**src/rtl/jpeg_pkg.sv**
```systemverilog
// Shared definitions for the JPEG MCU scheduler: format codes, component
// ids, Huffman table-class codes, scheduler state encoding and the number
// of 8x8 blocks that make up one MCU for each sampling format.
package jpeg_pkg;

  localparam logic [1:0] FMT_GRAY = 2'd0;
  localparam logic [1:0] FMT_444  = 2'd1;
  localparam logic [1:0] FMT_422  = 2'd2;
  localparam logic [1:0] FMT_420  = 2'd3;

  localparam logic [1:0] COMP_Y  = 2'd0;
  localparam logic [1:0] COMP_CB = 2'd1;
  localparam logic [1:0] COMP_CR = 2'd2;

  localparam logic CLASS_DC = 1'b0;
  localparam logic CLASS_AC = 1'b1;

  localparam logic TBL_LUMA   = 1'b0;
  localparam logic TBL_CHROMA = 1'b1;

  typedef enum logic [1:0] {
    ST_IDLE     = 2'd0,
    ST_RUN      = 2'd1,
    ST_RST_WAIT = 2'd2,
    ST_DONE     = 2'd3
  } state_t;

  function automatic logic [2:0] blocks_per_mcu(input logic [1:0] fmt);
    logic [2:0] n;
    case (fmt)
      FMT_GRAY: n = 3'd1;
      FMT_444:  n = 3'd3;
      FMT_422:  n = 3'd4;
      FMT_420:  n = 3'd6;
      default:  n = 3'd1;
    endcase
    return n;
  endfunction

endpackage

```
**src/rtl/jpeg_mcu_layout.sv**
```systemverilog
// Combinational MCU layout table: maps (format, block position) to the
// colour component, the Huffman table id and a last-block-of-MCU flag.
module jpeg_mcu_layout
  import jpeg_pkg::*;
(
  input  logic [1:0] i_format,
  input  logic [2:0] i_blk,
  output logic [1:0] o_comp_id,
  output logic       o_tbl_id,
  output logic       o_last_blk
);

  // Luma blocks come first in every MCU, followed by one Cb and one Cr block.
  always_comb begin
    o_comp_id = COMP_Y;
    case (i_format)
      FMT_444: begin
        if (i_blk == 3'd1) o_comp_id = COMP_CB;
        else if (i_blk == 3'd2) o_comp_id = COMP_CR;
      end
      FMT_422: begin
        if (i_blk == 3'd2) o_comp_id = COMP_CB;
        else if (i_blk == 3'd3) o_comp_id = COMP_CR;
      end
      FMT_420: begin
        if (i_blk == 3'd4) o_comp_id = COMP_CB;
        else if (i_blk == 3'd5) o_comp_id = COMP_CR;
      end
      default: o_comp_id = COMP_Y;
    endcase
  end

  assign o_tbl_id   = (o_comp_id == COMP_Y) ? TBL_LUMA : TBL_CHROMA;
  assign o_last_blk = (i_blk == (blocks_per_mcu(i_format) - 3'd1));

endmodule

```
**src/rtl/jpeg_mcu_scheduler.sv**
```systemverilog
// JPEG MCU scheduler: walks the blocks of each MCU, selects DC/AC Huffman
// tables, counts MCUs per frame and, when JPEG_RESTART_EN is defined,
// pauses for RSTn markers every cfg_rst_interval MCUs.
module jpeg_mcu_scheduler
  import jpeg_pkg::*;
#(
  parameter int MCU_W = 16
) (
  input  logic             clk,
  input  logic             rst_n,
  input  logic             start,
  input  logic             abort,
  input  logic [1:0]       cfg_format,
  input  logic [MCU_W-1:0] cfg_mcu_total,
  input  logic [MCU_W-1:0] cfg_rst_interval,
  input  logic             coeff_valid,
  input  logic [5:0]       coeff_index,
  input  logic             block_done,
  input  logic             rst_marker_done,
  output logic             dec_enable,
  output logic [1:0]       comp_id,
  output logic [2:0]       blk_in_mcu,
  output logic [1:0]       huff_tbl_sel,
  output logic             dc_reset,
  output logic             mcu_done,
  output logic             frame_done,
  output logic             restart_req,
  output logic             busy,
  output logic [MCU_W-1:0] mcu_count
);

  localparam logic [MCU_W-1:0] ONE = {{(MCU_W-1){1'b0}}, 1'b1};

  state_t           r_state;
  state_t           w_state_next;
  logic [1:0]       r_format;
  logic [MCU_W-1:0] r_total;
  logic [2:0]       r_blk;
  logic             r_class;
  logic [MCU_W-1:0] r_mcu_count;
  logic             r_dc_reset;
  logic             r_mcu_done;
  logic [1:0]       w_comp_id;
  logic             w_tbl_id;
  logic             w_last_blk;
  logic [MCU_W-1:0] w_count_inc;
  logic             w_frame_end;

  jpeg_mcu_layout u_layout (
    .i_format   (r_format),
    .i_blk      (r_blk),
    .o_comp_id  (w_comp_id),
    .o_tbl_id   (w_tbl_id),
    .o_last_blk (w_last_blk)
  );

  assign w_count_inc = r_mcu_count + ONE;
  assign w_frame_end = (w_count_inc == r_total);

`ifdef JPEG_RESTART_EN
  logic [MCU_W-1:0] r_interval;
  logic [MCU_W-1:0] r_intv_count;
  logic [MCU_W-1:0] w_intv_inc;
  logic             w_intv_end;

  assign w_intv_inc = r_intv_count + ONE;
  assign w_intv_end = (r_interval != '0) && (w_intv_inc == r_interval);
`else
  logic w_unused;
  assign w_unused = ^{cfg_rst_interval, rst_marker_done};
`endif

  // State register; abort is folded into the next-state logic.
  always_ff @(posedge clk or negedge rst_n) begin
    if (!rst_n) r_state <= ST_IDLE;
    else        r_state <= w_state_next;
  end

  // Next-state: the final MCU of a frame always wins over a restart pause.
  always_comb begin
    w_state_next = r_state;
    if (abort) begin
      w_state_next = ST_IDLE;
    end else begin
      case (r_state)
        ST_IDLE: if (start) w_state_next = ST_RUN;
        ST_RUN: begin
          if (block_done && w_last_blk) begin
            if (w_frame_end) w_state_next = ST_DONE;
`ifdef JPEG_RESTART_EN
            else if (w_intv_end) w_state_next = ST_RST_WAIT;
`endif
          end
        end
`ifdef JPEG_RESTART_EN
        ST_RST_WAIT: if (rst_marker_done) w_state_next = ST_RUN;
`endif
        ST_DONE: w_state_next = ST_IDLE;
        default: w_state_next = ST_IDLE;
      endcase
    end
  end

  // Config latch, block/MCU counters, table class and one-cycle pulses.
  always_ff @(posedge clk or negedge rst_n) begin
    if (!rst_n) begin
      r_format    <= FMT_GRAY;
      r_total     <= '0;
      r_blk       <= '0;
      r_class     <= CLASS_DC;
      r_mcu_count <= '0;
      r_dc_reset  <= 1'b0;
      r_mcu_done  <= 1'b0;
`ifdef JPEG_RESTART_EN
      r_interval   <= '0;
      r_intv_count <= '0;
`endif
    end else if (abort) begin
      r_format    <= FMT_GRAY;
      r_total     <= '0;
      r_blk       <= '0;
      r_class     <= CLASS_DC;
      r_mcu_count <= '0;
      r_dc_reset  <= 1'b0;
      r_mcu_done  <= 1'b0;
`ifdef JPEG_RESTART_EN
      r_interval   <= '0;
      r_intv_count <= '0;
`endif
    end else begin
      r_dc_reset <= 1'b0;
      r_mcu_done <= 1'b0;
      case (r_state)
        ST_IDLE: begin
          if (start) begin
            r_format    <= cfg_format;
            r_total     <= (cfg_mcu_total == '0) ? ONE : cfg_mcu_total;
            r_blk       <= '0;
            r_class     <= CLASS_DC;
            r_mcu_count <= '0;
            r_dc_reset  <= 1'b1;
`ifdef JPEG_RESTART_EN
            r_interval   <= cfg_rst_interval;
            r_intv_count <= '0;
`endif
          end
        end
        ST_RUN: begin
          if (block_done) begin
            r_class <= CLASS_DC;
            if (w_last_blk) begin
              r_blk       <= '0;
              r_mcu_count <= w_count_inc;
              r_mcu_done  <= 1'b1;
`ifdef JPEG_RESTART_EN
              r_intv_count <= w_intv_inc;
`endif
            end else begin
              r_blk <= r_blk + 3'd1;
            end
          end else if (coeff_valid && (coeff_index == 6'd0)) begin
            r_class <= CLASS_AC;
          end
        end
`ifdef JPEG_RESTART_EN
        ST_RST_WAIT: begin
          if (rst_marker_done) begin
            r_dc_reset   <= 1'b1;
            r_intv_count <= '0;
          end
        end
`endif
        default: ;
      endcase
    end
  end

  assign dec_enable   = (r_state == ST_RUN);
  assign busy         = (r_state != ST_IDLE);
  assign frame_done   = (r_state == ST_DONE);
`ifdef JPEG_RESTART_EN
  assign restart_req  = (r_state == ST_RST_WAIT);
`else
  assign restart_req  = 1'b0;
`endif
  assign comp_id      = w_comp_id;
  assign blk_in_mcu   = r_blk;
  assign huff_tbl_sel = {r_class, w_tbl_id};
  assign dc_reset     = r_dc_reset;
  assign mcu_done     = r_mcu_done;
  assign mcu_count    = r_mcu_count;

endmodule
```
**config.mk**
```make
export PLATFORM = sky130hd
export DESIGN_NAME = jpeg_mcu_scheduler
export DESIGN_NICKNAME = d
export VERILOG_FILES = /design/src/rtl/jpeg_pkg.sv /design/src/rtl/jpeg_mcu_layout.sv /design/src/rtl/jpeg_mcu_scheduler.sv
export SDC_FILE = /design/constraint.sdc
export NUM_CORES = 1
export LEC_CHECK = 0
export CAP_MARGIN = 15
export CORE_MARGIN = 1
export CORE_UTILIZATION = 45
export CTS_CLUSTER_SIZE = 40
export DETAILED_ROUTE_END_ITERATION = 6
export MAX_ROUTING_LAYER = met4
export PLACE_DENSITY = 0.85
export SLEW_MARGIN = 20
export SYNTH_ARGS = -nofsm -noshare
export SYNTH_HDL_FRONTEND = slang
export SYNTH_SLANG_ARGS = --single-unit
export TNS_END_PERCENT = 1
```
**constraint.sdc**
```tcl
create_clock -name clk -period 6.42 [get_ports clk]
set_input_delay 0.642 -clock clk [delete_from_list [all_inputs] [get_ports clk]]
set_output_delay 0.642 -clock clk [all_outputs]
set_load 0.005 [all_outputs]
```
Word-level counts from Yosys, hierarchy flattened
Cells that the tools add are included.
{ "totals": {"reg_bits": 42, "input_bits": 47, "out_inout_bits": 29, "word_cells": 88} }
{ "classes": {"n_addsub": 3, "eq_ne": 18, "muxes": 43, "reduce_logical": 16} }
{ "op_table": {"columns": ["operator", "n"], "rows": [
  ["two-way mux 16 bit", 8],
  ["one-hot mux 16 bit (2 select lines)", 1],
  ["two-way mux 2 bit", 13],
  ["adder 16 x 1 -> 16 bit, second input constant", 1],
  ["== test 16 bit", 1],
  ["logical NOT 16 bit", 1],
  ["two-way mux 1 bit", 12],
  ["two-way mux 3 bit", 4],
  ["one-hot mux 3 bit (4 select lines)", 1],
  ["!= test 3 x 2 -> 1 bit, second input constant", 3],
  ["AND reduction 3 bit", 3],
  ["== test 2 bit, second input constant", 3],
  ["== test 3 x 2 -> 1 bit, second input constant", 2],
  ["== test 3 bit, second input constant", 2],
  ["logical NOT 2 bit", 3],
  ["logical NOT 6 bit", 1],
  ["!= test 3 bit, second input constant", 2],
  ["one-hot mux 2 bit (3 select lines)", 1],
  ["one-hot mux 3 bit (2 select lines)", 1],
  ["nonzero test 2 bit", 3],
  ["== test 2 x 1 -> 1 bit, second input constant", 2],
  ["!= test 4 x 3 -> 1 bit, second input constant", 1],
  ["one-hot mux 2 bit (2 select lines)", 1],
  ["AND reduction 4 bit", 1],
  ["other kinds (8)", 9]
]} }

Logic depth before layout (Yosys ltp)
Gate-level depths: netlist of run 1.
{ "depth": {"depth_word": 8, "depth_mapped": 8, "mapped_depth_nobuf": 7} }

By module
From an unflattened synthesis of run 1, not the netlist that was laid out.
{ "unflattened": {"cells_unflattened": 267, "area_unflattened_um2": 2511.2} }
{ "modules_own_cells": {"columns": ["module", "n_inst", "cells_per_inst", "area_per_inst_um2", "seq_area_each_um2"], "rows": [
  ["jpeg_mcu_scheduler", 1, 242, 2323.5, 1051.0],
  ["jpeg_mcu_layout", 1, 25, 187.7, 0.0]
]} }

Least setup slack after synthesis of run 1
No wires, ideal clock.
{ "synth_path": {"path_kind": "reg-to-reg", "start": "register r_format[0]", "end": "register r_state[1]", "setup_ns": 0.096, "arrival_ns": 2.172, "t_required_ns": 6.324, "setup_slack_ns": 4.152, "stages_incl_launch_ff": 8, "n_path_buf": 0, "synth_period_minus_slack_ns": 2.268, "path_cell_list": "dfrtp_1 inv_1 ha_1 or3b_1 a2111o_1 nor4_1 o2111ai_1 nor4_2"} }
{ "synth_between": {"elab_chain_cells": 7, "elab_cells_between_ends": 10, "classes_between": "add/sub: 1; eq/ne: 5; mux: 1; reduce/logical: 3"} }
{ "synth_lines": {"columns": ["element", "line_no", "text"], "rows": [
  ["start: declaration", "jpeg_mcu_scheduler.sv:36", "logic [1:0] r_format;"],
  ["start signal: assignment", "jpeg_mcu_scheduler.sv:136", "r_format <= cfg_format;"],
  ["== test 2 bit (tied with other cells)", "jpeg_pkg.sv:30", "case (fmt)"],
  ["one-hot mux 3 bit (4 select lines) *", "jpeg_pkg.sv:30", null],
  ["subtractor 3 x 1 -> 3 bit *", "jpeg_mcu_layout.sv:34", "assign o_last_blk = (i_blk == (blocks_per_mcu(i_format) - 3'd1));"],
  ["== test 3 bit *", "jpeg_mcu_layout.sv:34", null],
  ["logical AND 1 bit *", "jpeg_mcu_scheduler.sv:88", "if (block_done && w_last_blk) begin"],
  ["!= test 3 x 2 -> 1 bit (no source line) *", null, null],
  ["AND reduction 3 bit (no source line) *", null, null],
  ["end signal: assignment", "jpeg_mcu_scheduler.sv:76", "else r_state <= w_state_next;"],
  ["end: declaration", "jpeg_mcu_scheduler.sv:34", "state_t r_state;"]
]} }
Every way passes the cells marked *; elsewhere a longest branch is shown, timed or not.
A chain may end at the register's enable or synchronous reset.

Final worst setup path of run 1
{ "layout_path": {"start": "register r_blk[0], in the netlist blk_in_mcu[0]", "end": "output port huff_tbl_sel[0]"} }
{ "layout_between": {"elab_chain_cells": 6, "elab_cells_between_ends": 14, "classes_between": "eq/ne: 5; mux: 8; reduce/logical: 1"} }
{ "layout_lines": {"columns": ["element", "line_no", "text"], "rows": [
  ["start: declaration", "jpeg_mcu_scheduler.sv:38", "logic [2:0] r_blk;"],
  ["start signal: assignment", "jpeg_mcu_scheduler.sv:159", "r_blk <= r_blk + 3'd1;"],
  ["== test 3 bit (tied with other cells)", "jpeg_mcu_layout.sv:27", "else if (i_blk == 3'd5) o_comp_id = COMP_CR;"],
  ["two-way mux 2 bit, on equally long branches", "jpeg_mcu_layout.sv:27, jpeg_mcu_layout.sv:19, jpeg_mcu_layout.sv:23", null],
  ["two-way mux 2 bit, on equally long branches", "jpeg_mcu_layout.sv:26, jpeg_mcu_layout.sv:18, jpeg_mcu_layout.sv:22", null],
  ["one-hot mux 2 bit (3 select lines) *", "jpeg_mcu_layout.sv:16", "case (i_format)"],
  ["logical NOT 2 bit *", "jpeg_mcu_layout.sv:33", "assign o_tbl_id = (o_comp_id == COMP_Y) ? TBL_LUMA : TBL_CHROMA;"],
  ["two-way mux 1 bit *", "jpeg_mcu_layout.sv:33", null],
  ["end: declaration", "jpeg_mcu_scheduler.sv:23", "output logic [1:0] huff_tbl_sel,"]
]} }
Marks and branches as above.

==> flow_summary.rst, run 1 <==
.. list-table::
   :header-rows: 1

   * - Metric
     - Value
   * - Total number of yosys warnings
     - 0
   * - Final-report hold violation count
     - 0
   * - CTS H-Tree Depth
     - 2
   * - Critical path required time
     - 5.78 ns
   * - CTS tree
     - done
   * - Total nets after synthesis
     - 323
   * - Drt pass-1 iters
     - 4
   * - Distinct cells, synth
     - 52
   * - Run status
     - complete, no violations
   * - Worst IR drop on VDD
     - 0.000111 V
   * - Final GP Congestion
     - 0.866
   * - Power density over the cells
     - 178 nW/um^2
   * - Synthesized instance count
     - 266
   * - Clock sink count
     - 42
   * - Synth-to-layout area growth
     - 28.0%
   * - Number of standard-cell rows in the floorplan
     - 26
   * - Sequential cell area in the final layout
     - 1050 sq um
   * - Number of cell instances on the worst register-to-register path
     - 7
   * - Max transition margin
     - 31.6%
   * - Antenna Diode Count
     - 0
   * - Reported max-cap violation count
     - 0
   * - Width of the die
     - 76.6 um
   * - Die ar.
     - 5870 sq um
   * - Chip Height
     - 76.6 um
   * - Setup slack, reg-to-reg
     - 3.55 ns
   * - Static Leak
     - 1.32 nW
   * - Detailed-route vias per instance
     - 5.85
   * - Number of hold-repair buffers added at the cts stage
     - 0
   * - Critical path capture point type
     - output pin
   * - Share of flip-flops with an asynchronous set or reset
     - 100%
   * - Max Freq
     - 344 MHz
   * - Number of synthesized flops with an enable pin
     - 0
   * - Number of pins with negative max-slew slack in the final report
     - 0
   * - Area after detailed placement
     - 3100 sq um
   * - Count of buffers from port buffering
     - 57
   * - Via total after detailed routing
     - 2265
   * - RSZ-0062 raised after global routing
     - no
   * - Data arrival, critical path
     - 2.26 ns
   * - Total of flip-flops plus latches after synthesis
     - 42
   * - Root Buffer
     - clkbuf_8
   * - Main flop type after synthesis
     - dfrtp_1
   * - Pin count of the biggest net entering global routing
     - 43
   * - Worst-case clock skew
     - 0.00573 ns
   * - Sequential area share after synthesis
     - 41.9%
   * - Clock Latency Late Sink
     - 0.30 ns
   * - Sum of overflow across all layers after global routing
     - 0
   * - Share of cells above drive strength 1
     - 4.10%
   * - Tot GR Track Use
     - 22.9%
   * - Post-cts resize count
     - 0
   * - Total detailed-routing wirelength
     - 5910 um
   * - Number of buffers on the longest clock path
     - 2
   * - Path class of the lowest-slack min-delay path
     - input port to asynchronous set/reset pin
   * - TNS Setup
     - 0 ns
   * - Boundary Pins
     - 76
   * - Final HPWL DP
     - 4380 um
   * - Per-instance average area after synthesis
     - 9.43 sq um
   * - Area used by multi-input combinational logic
     - 1350 sq um
   * - Post-CTS setup repair buffer count
     - 0
   * - Final period utilization
     - 45.3%
   * - Effective utilization at floorplan
     - 47.9%
   * - Nature of the critical path startpoint
     - flip-flop
   * - CP Class
     - flip-flop to output pin
   * - Number of routed nets with antenna violations
     - 0
   * - Cell Area, Synth
     - 2510 sq um
   * - Residual DRC
     - 0
   * - Number of buffers created by CTS
     - 5
   * - Post-layout net count
     - 373
   * - Count of fill cells added during filler insertion
     - 438
   * - Mean routed wirelength per cell
     - 15.3 um
   * - Clock Pin Slew Worst Setup and Hold Paths
     - 0.08 ns
   * - Via count of the first global-routing pass
     - 2139
   * - Core region area
     - 5240 sq um
   * - Post-Layout Inst Area
     - 3210 sq um
   * - Largest fanout on the critical path
     - 8
   * - Number of setup violations in the final report
     - 0
   * - First DRT Iteration DRCs
     - 197
   * - Global-route wire length before repair
     - 10300 um
   * - Layout Utilization
     - 61.3%
   * - Number of antenna violations at the first check in global routing
     - 0
   * - Time the worst path needs with I/O delays and setup
     - 2.91 ns
   * - Slew of the pin with the lowest slew margin
     - 1.02 ns
[final timing paths]
kind                                     from         endpoint
worst min-delay path                    rst_n         mcu_done
worst min register to register        r_class          r_class
max in group asynchronous               rst_n       r_total[2]
min in group clk                      r_class          r_class
worst max-delay path            blk_in_mcu[0]  huff_tbl_sel[0]
worst max register to register    r_format[0]       r_state[1]
[flip-flops by register name (all words and copies together) (netlist names)]
signal      cells
dc_reset        1
mcu_count      16
r_state         2
r_format        2
r_total        16
r_class         1
blk_in_mcu      3
mcu_done        1
[power breakdown]
part	total, W	leakage (nW)	internal, W	switching, W
clock network	0.000207	0.0579	0.000114	0.0000925
logic	0.0000800	0.689	0.0000416	0.0000383
registers	0.000283	0.575	0.000273	0.0000102
total	0.000570	1.32	0.000429	0.000141
[through the flow]
step / hold slack [ns] / total power [W] / instances / worst slack, ns
3_3_place_gp: 0.481 / 0.000365 / 379 / 3.39
6_report: 0.466 / 0.000570 / 387 / 3.51
4_1_cts: 0.499 / 0.000573 / 387 / 3.48
3_5_place_dp: 0.499 / 0.000368 / 379 / 3.38
2_1_floorplan: 0.346 / 0.000327 / 266 / 4.15
5_1_grt: 0.538 / 0.000597 / 387 / 3.30
[worst max-delay path, cell delays in order, from the launching register on]
cell             delay, ns
dfrtp_1               0.48
inv_1                 0.11
ha_1                  0.24
a221oi_1              0.30
a211oi_1              0.10
or2_2                 0.30
clkdlybuf4s50_1       0.44
[logic make-up (layout without fill, tap and decap cells)]
group	count (synthesis)	count (layout)	share of synthesized area, %
AND/OR/NAND/NOR	81	81	17.6
flip-flops	42	42	41.9
adder cells (fa/ha/maj)	10	10	4.99
other	1	1	0.150
multiplexers	1	1	0.399
XOR/XNOR	20	20	6.99
buffers and inverters	26	77	4.34
AO/OA/AOI/OAI	85	85	23.7
[cell type report]
type                       instances  area share (%)
multi-input combinational        198            42.0
timing repair buffer              58            17.9
clock buffer                       5            2.14
tap                               70            2.73
inverter                          11            1.29
sequential                        42            32.7
clock inverter                     3            1.25
[cells in the final DEF, fill, tap and decap left out, types with 6 or more instances in the layout]
cell             count
a22o_1              19
nor2b_1              6
nor4_1               6
nor2_1              17
dfrtp_1             42
a21oi_1              6
nand2_1             17
clkdlybuf4s50_1     56
o21ai_0             25
o31ai_1              7
xnor2_1             11
inv_1               10
nand3_1              9
ha_1                10
xor2_1               9
a31oi_1              6
[per-layer routing]
metal	share of wire [%]	wire [um]	vias to the layer above	track usage, %
met3	5.4	322	9	4.19
met5	0	0	-	-
met2	46	2740	89	34.1
li1	-	-	1088	-
met4	1.7	103	0	9.42
met1	46	2740	1079	30.6
[synthesized netlist by cell type, drive strengths merged (2+ instances only)]
library cell / instances / area (sq um)
nor4: 7 / 50.1
o41ai: 2 / 17.5
nand2: 17 / 63.8
or3b: 2 / 17.5
nor3: 5 / 25.0
buf: 4 / 26.3
and3: 3 / 18.8
clkbuf: 11 / 41.3
o22ai: 3 / 18.8
o31ai: 7 / 52.6
nor4b: 2 / 17.5
nor2: 17 / 63.8
inv: 10 / 37.5
o2111ai: 2 / 17.5
xor2: 9 / 78.8
nor2b: 6 / 37.5
nand4bb: 2 / 22.5
xnor2: 11 / 96.3
dfrtp: 42 / 1050
ha: 10 / 125
or3: 2 / 12.5
a31oi: 6 / 37.5
o21ai: 26 / 130
a21oi: 6 / 30.0
a211oi: 2 / 15.0
o21bai: 2 / 15.0
a22o: 19 / 166
nand4b: 2 / 17.5
nand3: 9 / 45.0
Note: power is estimated with default switching activity, not from simulation.
==> run 2, diff against run 1 <==
- CORE_UTILIZATION: 45 -> 43
- clock period: 6.42 -> 2.6 ns (I/O delays scaled with it)
==> flow_summary.rst, run 2 (synthesis gave the netlist of run 1 again) <==
.. list-table::
   :header-rows: 1

   * - Metric
     - Value
   * - Pin count of the biggest net entering global routing
     - 43 (unchanged)
   * - Largest fanout on the critical path
     - 8 (unchanged)
   * - First DRT Iteration DRCs
     - 140 (-29%)
   * - Synth-to-layout area growth
     - 29.1%
   * - Die ar.
     - 6140 sq um (+4.5%)
   * - Antenna Diode Count
     - 0 (unchanged)
   * - Final HPWL DP
     - 4620 um (+5.4%)
   * - Via total after detailed routing
     - 2344 (+3.5%)
   * - Critical path required time
     - 2.34 ns (-3.44 ns)
   * - Root Buffer
     - clkbuf_8
   * - Mean routed wirelength per cell
     - 16.2 um (+5.8%)
   * - Core region area
     - 5570 sq um (+6.4%)
   * - Number of routed nets with antenna violations
     - 0 (unchanged)
   * - Sum of overflow across all layers after global routing
     - 0 (unchanged)
   * - Clock sink count
     - 42 (unchanged)
   * - Max transition margin
     - 39.3% (+7.7 points)
   * - Width of the die
     - 78.4 um (+2.2%)
   * - Clock Latency Late Sink
     - 0.31 ns (about the same)
   * - Share of cells above drive strength 1
     - 6.21% (+2.1 points)
   * - CP Class
     - flip-flop to output pin
   * - Layout Utilization
     - 58.1% (-3.2 points)
   * - Max Freq
     - 394 MHz
   * - Residual DRC
     - 0 (unchanged)
   * - Drt pass-1 iters
     - 5 (+1)
   * - Nature of the critical path startpoint
     - flip-flop
   * - Slew of the pin with the lowest slew margin
     - 0.910 ns (-0.109 ns)
   * - CTS tree
     - done
   * - Reported max-cap violation count
     - 0 (unchanged)
   * - Run status
     - complete, no violations
   * - Via count of the first global-routing pass
     - 2214 (+3.5%)
   * - Time the worst path needs with I/O delays and setup
     - 2.53 ns
   * - Detailed-route vias per instance
     - 5.95 (+1.6%)
   * - Tot GR Track Use
     - 23.0% (+0.18 points)
   * - Final period utilization
     - 97.5%
   * - Setup slack, reg-to-reg
     - 0.19 ns (-3.36 ns)
   * - Boundary Pins
     - 76 (unchanged)
   * - Final Non-Filler Cells
     - 394 (+1.8%)
   * - Final GP Congestion
     - 0.895 (+3.4%)
   * - RSZ-0062 raised after global routing
     - yes
   * - Count of buffers from port buffering
     - 57 (unchanged)
   * - Total detailed-routing wirelength
     - 6370 um (+7.7%)
   * - Critical path capture point type
     - output pin
   * - Static Leak
     - 1.33 nW (+0.79%)
   * - TNS Setup
     - 0 ns (unchanged)
   * - Count of fill cells added during filler insertion
     - 482 (+10%)
   * - Number of cell instances on the worst register-to-register path
     - 7 (unchanged)
   * - Most common library cell in the layout ignoring fill and taps
     - clkdlybuf4s50_1
   * - Clock Pin Slew Worst Setup and Hold Paths
     - 0.09 ns (about the same)
   * - Number of pins with negative max-slew slack in the final report
     - 0 (unchanged)
   * - Final-report hold violation count
     - 0 (unchanged)
   * - Post-Layout Inst Area
     - 3240 sq um (+0.90%)
   * - Global-route wire length before repair
     - 10700 um (+4.2%)
   * - Number of antenna violations at the first check in global routing
     - 0 (unchanged)
   * - Worst IR drop on VDD
     - 0.000379 V (+240%)
   * - Chip Height
     - 78.4 um (+2.2%)
   * - Effective utilization at floorplan
     - 45.0% (-2.9 points)
   * - Area after detailed placement
     - 3130 sq um (+1.0%)
   * - Worst-case clock skew
     - 0.00741 ns (+0.00169 ns)
   * - Critical register-to-register path endpoint
     - r_state[1]
   * - Post-layout net count
     - 378 (+1.3%)
   * - CTS H-Tree Depth
     - 2 (unchanged)
   * - Power density over the cells
     - 414 nW/um^2 (+130%)
   * - Number of buffers created by CTS
     - 5 (unchanged)
   * - Data arrival, critical path
     - 2.27 ns (about the same)
   * - Smallest hold slack
     - 0.0775 ns (-0.388 ns)
   * - Commonest cells after routing, fill and taps aside
     - clkdlybuf4s50_1, dfrtp_1, o21ai_0
   * - Placed cell count
     - 385 (+1.6%)
   * - Path class of the lowest-slack min-delay path
     - input port to asynchronous set/reset pin
   * - Number of buffers on the longest clock path
     - 2 (unchanged)
   * - Beginning of the worst register-to-register path
     - r_format[1]
   * - Number of standard-cell rows in the floorplan
     - 27 (+3.8%)
   * - Number of setup violations in the final report
     - 0 (unchanged)
run 2: what timing repair did:
| item | 4_1_cts | 5_1_grt |
|---|---|---|
| setup buffers | 0 | 1 |
| setup endpoints to repair | 0 | 2 |
| hold buffers | 0 | 0 |
| resized for setup | 0 | 2 |
run 2: routing by layer:
metal	track usage, %	routed length [um]	vias to the layer above
met2	37.1	3090	97
met1	29.7	2810	1137
met3	4.42	368	13
met5	-	0	-
met4	6.30	104	0
li1	-	-	1097
run 2: final cells by class:
class	count	area [sq um]	share of cell area (%)
well taps	72	90.1	2.78
repair buffers	63	611	18.9
clock inverters	3	21.3	0.657
multi-input cells	198	1350	41.8
flip-flops and latches	42	1050	32.5
clock buffers	5	68.8	2.13
inverters	11	41.3	1.28
run 2: worst max-delay path by stage:
stage / endpoint / cells past startpoint / start
global route: huff_tbl_sel[0] / 8 / blk_in_mcu[0]
finish: huff_tbl_sel[0] / 6 / blk_in_mcu[0]
detailed placement: r_state[1] / 7 / r_format[0]
global placement: r_state[1] / 7 / r_format[0]
floorplan: r_state[1] / 7 / r_format[0]
CTS: huff_tbl_sel[0] / 6 / blk_in_mcu[0]
run 2: where the power goes:
part	internal [W]	total (W)	switching (W)
Sequential	0.000674	0.000699	0.0000254
Clock	0.000189	0.000434	0.000245
Combinational	0.000107	0.000207	0.000100
Total	0.000969	0.00134	0.000370
run 2: metrics by stage:
| step | worst slack (ns) | power (W) |
|---|---|---|
| global placement | 0.237 | 0.000904 |
| floorplan | 0.332 | 0.000807 |
| finish | 0.0651 | 0.00134 |
| global route | -0.0109 | 0.00140 |
| detailed placement | 0.143 | 0.000914 |
| CTS | 0.0234 | 0.00135 |
run 2: critical path, stage by stage, from the launching register on:
cell	delay, ns
dfrtp_2	0.44
inv_1	0.09
ha_1	0.24
a221oi_1	0.35
a211oi_1	0.11
or2_2	0.30
clkdlybuf4s50_1	0.44
